<file path="config.mk">
export PLATFORM = sky130hd
export DESIGN_NAME = frame_buffer_ctrl_mb
export DESIGN_NICKNAME = d
export VERILOG_FILES = /design/src/rtl/frame_buffer_ctrl_mb.sv
export SDC_FILE = /design/constraint.sdc
export NUM_CORES = 1
export LEC_CHECK = 0
export ABC_AREA = 1
export CAP_MARGIN = 0
export CORE_UTILIZATION = 65
export DETAILED_ROUTE_END_ITERATION = 6
export PLACE_DENSITY_LB_ADDON = 0.3
export SETUP_SLACK_MARGIN = 0.2
export SLEW_MARGIN = 30
export SYNTH_ARGS = -nofsm -noshare
export SYNTH_HDL_FRONTEND = slang
export SYNTH_SLANG_ARGS = --single-unit
</file>
<file path="constraint.sdc">
create_clock -name clk_i -period 21 [get_ports clk_i]
set_input_delay 4.2 -clock clk_i [delete_from_list [all_inputs] [get_ports clk_i]]
set_output_delay 4.2 -clock clk_i [all_outputs]
set_load 0.01 [all_outputs]
</file>
<file path="src/rtl/frame_buffer_ctrl_mb.sv">
// Multi-buffer frame-buffer controller: rotates writer and reader over NUM_BUFFERS buffers.
// Optional FB_STATS_EN adds saturating drop/repeat counters.
module frame_buffer_ctrl_mb #(
  parameter int                    ADDR_WIDTH   = 32,
  parameter int                    DATA_WIDTH   = 16,
  parameter int                    NUM_BUFFERS  = 3,
  parameter logic [ADDR_WIDTH-1:0] BASE_ADDR    = '0,
  parameter logic [ADDR_WIDTH-1:0] FRAME_STRIDE = ADDR_WIDTH'(32'h0010_0000),
  parameter int                    ADDR_STEP    = 1
) (
  input  logic                  clk_i,
  input  logic                  reset_i,
  input  logic [15:0]           resolution_width_i,
  input  logic [15:0]           resolution_depth_i,
  input  logic                  empty_i,
  input  logic                  full_i,
  output logic                  wr_o,
  output logic                  rd_o,
  output logic [ADDR_WIDTH-1:0] addr_wr_o,
  output logic [ADDR_WIDTH-1:0] addr_rd_o,
  output logic [1:0]            wr_buf_o,
  output logic [1:0]            rd_buf_o,
  output logic                  wr_frame_done_o,
  output logic                  rd_frame_done_o,
  output logic                  frame_drop_o
`ifdef FB_STATS_EN
  ,
  output logic [15:0]           drop_count_o,
  output logic [15:0]           repeat_count_o
`endif
);

  if (NUM_BUFFERS < 2 || NUM_BUFFERS > 4 || DATA_WIDTH < 1) begin : g_bad_param
    $error("frame_buffer_ctrl_mb: NUM_BUFFERS must be 2..4 and DATA_WIDTH positive");
  end

  typedef enum logic [1:0] {W_IDLE, W_WRITE, W_WAIT} wr_state_t;
  typedef enum logic       {R_IDLE, R_READ} rd_state_t;

  wr_state_t   wr_state;
  rd_state_t   rd_state;
  logic [1:0]  wr_buf, rd_buf, latest, rd_buf_nxt, wr_free;
  logic [31:0] wr_size, rd_size, wr_pix, rd_pix, cur_size;
  logic        latest_valid, latest_unread;
  logic        wr_last, rd_last, rd_take, wr_found;

  // First buffer after cur (mod N) that differs from excl; MSB flags success.
  function automatic logic [2:0] find_free(input logic [1:0] cur, input logic [1:0] excl);
    logic [2:0] res;
    logic [1:0] cand;
    res  = '0;
    cand = cur;
    for (int k = 1; k < NUM_BUFFERS; k++) begin
      cand = (cand == 2'(NUM_BUFFERS - 1)) ? 2'd0 : cand + 2'd1;
      if (!res[2] && cand != excl) res = {1'b1, cand};
    end
    return res;
  endfunction

  function automatic logic [ADDR_WIDTH-1:0] buf_addr(input logic [1:0] b, input logic [31:0] pix);
    return BASE_ADDR + ADDR_WIDTH'(b) * FRAME_STRIDE + ADDR_WIDTH'(pix) * ADDR_WIDTH'(ADDR_STEP);
  endfunction

  assign cur_size = 32'(resolution_width_i) * 32'(resolution_depth_i);

  assign wr_o    = (wr_state == W_WRITE) & ~empty_i;
  assign rd_o    = (rd_state == R_READ) & ~full_i;
  assign wr_last = wr_o & (wr_pix == wr_size - 32'd1);
  assign rd_last = rd_o & (rd_pix == rd_size - 32'd1);

  // Reader grabs the latest frame on start-up or at frame end if a newer one is waiting;
  // it always sees latest/latest_unread as they were before any same-cycle write completion.
  assign rd_take    = ((rd_state == R_IDLE) & latest_valid & (cur_size != 32'd0)) |
                      (rd_last & latest_unread);
  assign rd_buf_nxt = rd_take ? latest : rd_buf;
  assign {wr_found, wr_free} = find_free(wr_buf, rd_buf_nxt);

  assign addr_wr_o       = buf_addr(wr_buf, wr_pix);
  assign addr_rd_o       = buf_addr(rd_buf, rd_pix);
  assign wr_buf_o        = wr_buf;
  assign rd_buf_o        = rd_buf;
  assign wr_frame_done_o = wr_last;
  assign rd_frame_done_o = rd_last;
  assign frame_drop_o    = wr_last & latest_unread & ~rd_take;

  always_ff @(posedge clk_i) begin
    if (reset_i) begin
      latest        <= 2'd0;
      latest_valid  <= 1'b0;
      latest_unread <= 1'b0;
    end else if (wr_last) begin
      latest        <= wr_buf;
      latest_valid  <= 1'b1;
      latest_unread <= 1'b1;
    end else if (rd_take) begin
      latest_unread <= 1'b0;
    end
  end

  always_ff @(posedge clk_i) begin
    if (reset_i) begin
      wr_state <= W_IDLE;
      wr_buf   <= 2'd0;
      wr_pix   <= 32'd0;
      wr_size  <= 32'd0;
    end else begin
      case (wr_state)
        W_IDLE: begin
          if (cur_size != 32'd0) begin
            wr_state <= W_WRITE;
            wr_size  <= cur_size;
            wr_pix   <= 32'd0;
          end
        end
        W_WRITE: begin
          if (wr_last) begin
            wr_pix <= 32'd0;
            if (wr_found) begin
              wr_buf   <= wr_free;
              wr_size  <= cur_size;
              wr_state <= (cur_size != 32'd0) ? W_WRITE : W_IDLE;
            end else begin
              wr_state <= W_WAIT;
            end
          end else if (wr_o) begin
            wr_pix <= wr_pix + 32'd1;
          end
        end
        W_WAIT: begin
          // wr_buf still names the just-finished frame, so find_free skips it.
          if (wr_found) begin
            wr_buf   <= wr_free;
            wr_size  <= cur_size;
            wr_state <= (cur_size != 32'd0) ? W_WRITE : W_IDLE;
          end
        end
        default: wr_state <= W_IDLE;
      endcase
    end
  end

  always_ff @(posedge clk_i) begin
    if (reset_i) begin
      rd_state <= R_IDLE;
      rd_buf   <= 2'd0;
      rd_pix   <= 32'd0;
      rd_size  <= 32'd0;
    end else begin
      case (rd_state)
        R_IDLE: begin
          if (rd_take) begin
            rd_state <= R_READ;
            rd_buf   <= latest;
            rd_size  <= cur_size;
            rd_pix   <= 32'd0;
          end
        end
        R_READ: begin
          if (rd_last) begin
            rd_pix   <= 32'd0;
            rd_buf   <= rd_buf_nxt;
            rd_size  <= cur_size;
            rd_state <= (cur_size != 32'd0) ? R_READ : R_IDLE;
          end else if (rd_o) begin
            rd_pix <= rd_pix + 32'd1;
          end
        end
        default: rd_state <= R_IDLE;
      endcase
    end
  end

`ifdef FB_STATS_EN
  logic rd_repeat;
  assign rd_repeat = rd_last & ~latest_unread;

  always_ff @(posedge clk_i) begin
    if (reset_i) begin
      drop_count_o   <= 16'd0;
      repeat_count_o <= 16'd0;
    end else begin
      if (frame_drop_o && drop_count_o != 16'hFFFF) drop_count_o <= drop_count_o + 16'd1;
      if (rd_repeat && repeat_count_o != 16'hFFFF) repeat_count_o <= repeat_count_o + 16'd1;
    end
  end
`else
  // Statistics counters are not built in this configuration.
`endif

endmodule

</file>
# [Word level (Yosys, flattened, before mapping)]
# Cells that the tools add are included.
# W data, S select, Z words.
[word_totals] out_inout_bits=73 elab_cells=100 in_bits=36 regBits=139
[op_classes] multipliers=1 n_addsub=8 n_mux=37 n_reduce_logical=14 eq_ne=15 n_bitwise=14
[ops] op="$mux W32" n=11
[ops] op="$pmux W32 S2" n=3
[ops] op="$pmux W32 S3" n=1
[ops] op="$add A22 B32 Y32" n=2
[ops] op="$add A32 B1 Y32 const B" n=2
[ops] op="$eq A32 B32 Y1" n=2
[ops] op="$sub A32 B1 Y32 const B" n=2
[ops] op="$mul A16 B16 Y32" n=1
[ops] op="$reduce_bool A32 Y1" n=1
[ops] op="$mux W2" n=10
[ops] op="$and A1 B1 Y1" n=9
[ops] op="$reduce_and A3 Y1" n=3
[ops] op="$ne A2 B2 Y1 const B" n=4
[ops] op="$pmux W2 S2" n=2
[ops] op="$eq A2 B2 Y1 const B" n=3
[ops] op="$mux W1" n=6
[ops] op="$mux W3" n=2
[ops] op="$pmux W2 S3" n=1
[ops] op="$reduce_and A2 Y1" n=3
[ops] op="$reduce_bool A2 Y1" n=3
[ops] op="$add A2 B1 Y2 const B" n=2
[ops] op="$ne A2 B2 Y1" n=2
[ops] op="$not A1 Y1" n=4
[ops] op="$ne A3 B2 Y1 const B" n=1
[ops] op="other kinds (9)" n=9

# [Longest topological paths before layout]
[logic_depth] ltp_word=14 depth_mapped=41 mapped_depth_nobuf=39

# [Worst setup path after synthesis]
# OpenSTA, ideal clock, no wires.
[synth_path] kind="input port to output port" from="input port resolution_depth_i[7]" to="output port frame_drop_o" t_required_ps=16800 cell_stages=31 arrival_ps=9884 setup_slack_ps=6916 path_cell_list="clkbuf_1 -> clkbuf_1 -> nand2_1 -> fa_1 -> inv_1 -> fa_1 -> inv_1 -> fa_1 -> inv_1 -> fa_1 -> fa_1 -> inv_1 -> fa_1 -> inv_1 -> ha_1 -> nand2_1 -> inv_1 -> nand2_1 -> nor3_1 -> nand2_1 -> nand2_1 -> nand2_1 -> nand2_1 -> nand2_1 -> nor2_1 -> nand3_1 -> nor2_1 -> nand2_2 -> nand2_2 -> nand3_1 -> nor3_1"
[synth_via] elab_chain_cells=6
[synth_rtl] element="start, declared" line="14" source="input logic [15:0] resolution_depth_i,"
[synth_rtl] element="$mul A16 B16 Y32" line="64" source="assign cur_size = 32'(resolution_width_i) * 32'(resolution_depth_i);"
[synth_rtl] element="$reduce_bool A32 Y1" line="73" source="assign rd_take = ((rd_state == R_IDLE) & latest_valid & (cur_size != 32'd0)) |"
[synth_rtl] element="$and A1 B1 Y1" line="73"
[synth_rtl] element="$or A1 B1 Y1" line="73"
[synth_rtl] element="$not A1 Y1" line="84" source="assign frame_drop_o = wr_last & latest_unread & ~rd_take;"
[synth_rtl] element="$and A1 B1 Y1" line="84"
[synth_rtl] element="end, declared" line="25" source="output logic frame_drop_o"
# No other way between the ends.

# [Worst setup path after layout]
# Ends and elaborated chain as after synthesis.

==> impl_metrics.yaml <==
status:
  status: "finished, final reports clean"
clock_network:
  cts.sinks: 139
  ctsResizeCount: 0
  clockBufferDepth: 2
  cts-root-buf: "clkbuf_16"
  cts_setup_buffers: 0
  ctsHoldBuffers: 0
  cts_buffers: 17
  htree_levels: 4
  clk_pin_slew_ps: 70
  cts_tree: "done"
  clock_latency_ps: 440
global_routing:
  grt.overflow.total: 0
  grt_antenna_before_repair: 0
  grt_max_degree: 54
  grt_pass1_vias: 18349
  grt_pass1_wl_um: 88200
  grt_use_total: 0.355
floorplan:
  pin_count: 109
  core.rowCount: 63
  core_area_um2: 29600
  initial_core_util: 0.659
  die_area_um2: 30700
  fp.dieH_um: 175
  die_width_um: 175
place:
  place_hpwl_um: 42700
  place_congestion: 0.970
  place_worst_setup_slack_ps: 5110
  io_buffer_count: 108
timing:
  worstMarginPinSlew_ps: 845
  slew_headroom: 0.435
  holdWs_ps: 471
  setup_viol: 0
  setup_slack_ps: 5030
  clock.fmax_mhz: 62.6
  period_needed_ps: 15970
  maxSlewViolCount: 0
  hold_violations: 0
  skew_ps: 13.5
  min_period_over_period: 0.760
  fin_tns_setup_ps: 0
  rsz0062_at_grt: "false"
pwr:
  ir_drop_mv: 0.199
  p_seq_frac: 0.095
  leakagePower_uw: 0.0113
  switching_share: 0.596
  power_switching_uw: 2010
  power_frac_comb: 0.816
  power_uw: 3370
  powerDensity_nw_per_um2: 161
  clkPwrFrac: 0.089
  intPower_uw: 1360
critical_path:
  criticalPathCategory: "primary input to primary output"
  rr_endpoint: "wr_size[31]"
  crit_required_ps: 16800
  end_kind: "primary output"
  reg2regPathDepth: 16
  ff2ff_setup_slack_ps: 16990
  start_kind: "primary input"
  r2r-start: "wr_state[1]"
  cp_data_arrival_time_ps: 11770
  worst-path-max-fanout: 16
min_path:
  hp-class: "flip-flop to flip-flop"
  hold_path_startpoint: "latest_valid"
  hold_path_end: "latest_valid"
  min_path_cells: 2
routing:
  ant_nets: 0
  drt-wirelength-per-cell_um: 15.6
  drcViolationCount: 0
  drtIter0Drc: 1434
  wl_um: 52000
  vias_per_cell: 5.48
  dr.pass1.iters: 6
  num_vias: 18277
finish:
  fillCellCount: 2607
  drive_above_1_share: 0.0282
  layout.nets: 3281
  insertedDiodeCount: 0
  regArea_um2: 2780
  syn_to_final_growth_pct: 7.24
  fin_util: 0.707
  multiInputGateArea_um2: 13500
yosys:
  avgSynthCellArea_um2: 6.61
  synth_common_cells: "nand2_1 (770), inv_1 (637), nor2_1 (276)"
  yosysUniqueCellTypes: 52
  synth.area.top_cells: "fa_1 (20%), nand2_1 (15%), dfxtp_1 (14%)"
  synth.cell_area_um2: 19500
  yosys_warnings: 0
  synth-edff-count: 0
  syn-instance-count: 2951
  yosysTopAreaCell: "fa_1"
  synth_top_area_share: 0.201
  ys_ff_latch: 139
  synth-seq-area-share: 0.143
  yosysMostFrequentCell: "nand2_1"
  async_flop_share: 0
  syn_nets: 3299
  ys.flop_type: "dfxtp_1"
run:
  cap_violations: 0
## per-layer routing
layer / wire, µm / vias to the layer above / part of all wire / GRT usage
li1: - / 8783 / - / -
met1: 21800 / 8612 / 0.42 / 0.453
met2: 25000 / 748 / 0.48 / 0.610
met3: 3540 / 134 / 0.068 / 0.0496
met4: 1690 / 0 / 0.032 / 0.133
met5: 0 / - / 0 / 0
## placed cells by master, fill, tap and decap left out, types with 10 or more instances in the layout
cell               n
xor2_1           122
dfxtp_1          139
nor4_1            13
nand2_2           10
inv_1            637
ha_1             116
nand2_1          770
xnor2_1           35
o21ai_0           69
clkbuf_16         17
nand4_1           56
a21oi_1          113
nor3_1            46
nand3b_1          15
nand3_1          106
nor2_1           276
fa_1             196
clkdlybuf4s50_1  108
## cells by family after synthesis
family | Yosys count | synth area share
AO/OA/AOI/OAI | 211 | 0.0575
adder cells (fa/ha/maj) | 312 | 0.276
XOR/XNOR | 157 | 0.0705
AND/OR/NAND/NOR | 1336 | 0.290
buffers and inverters | 796 | 0.163
flip-flops | 139 | 0.143
## critical path: stages
cell	delay, ps
clkdlybuf4s50_1	970
nand2_1	180
fa_1	570
inv_1	50
fa_1	490
inv_1	50
fa_1	530
inv_1	50
fa_1	450
fa_1	490
inv_1	50
fa_1	470
inv_1	40
ha_1	360
nand2_1	90
nor2_1	230
nand3_1	140
nand3_1	190
nand2_1	90
nand2_1	80
xor2_1	340
nand3_1	120
nor2_1	200
nand2_2	160
nand2_2	160
nand3_1	120
nor3_1	280
clkdlybuf4s50_1	590
## worst max path at each step
| stage | start | end | slack, ps | depth (start not counted) |
|---|---|---|---|---|
| after floorplan | resolution_depth_i[7] | frame_drop_o | 6920 | 31 |
| final | resolution_depth_i[7] | frame_drop_o | 5030 | 28 |
| after global routing | resolution_depth_i[7] | frame_drop_o | 4680 | 28 |
| after CTS | resolution_depth_i[7] | frame_drop_o | 5100 | 28 |
| after global placement | resolution_depth_i[7] | frame_drop_o | 5280 | 28 |
| after detailed placement | resolution_depth_i[7] | frame_drop_o | 5110 | 28 |
## power by group through the flow
stage / clock network (µW) / logic [µW] / registers [µW]
final: 300 / 2750 / 319
after detailed placement: 0 / 2670 / 324
after CTS: 301 / 2690 / 319
after floorplan: 0 / 1970 / 317
after global placement: 0 / 2610 / 323
after global routing: 312 / 3120 / 322
## area by class of cell
| type | instances | share of cell area |
|---|---|---|
| Tap cell | 390 | 0.0233 |
| Clock buffer | 17 | 0.0203 |
| Sequential cell | 139 | 0.133 |
| Timing Repair Buffer | 111 | 0.0528 |
| Clock inverter | 15 | 0.00682 |
| Inverter | 648 | 0.116 |
| Multi-Input combinational cell | 2016 | 0.647 |
## sequential cells by signal, indices dropped and copies added (netlist names), 2 cells and up
name,flops
latest,2
wr_pix,32
wr_state,2
wr_size,32
rd_buf_o,2
rd_pix,32
rd_size,32
wr_buf_o,2
## stage by stage
step,cells,cell area [µm²]
2_1_floorplan,2951,19500
3_3_place_gp,3304,20300
3_5_place_dp,3304,20300
4_1_cts,3336,20900
5_1_grt,3336,20900
6_report,3336,20900
(Power assumes the default switching activity.)
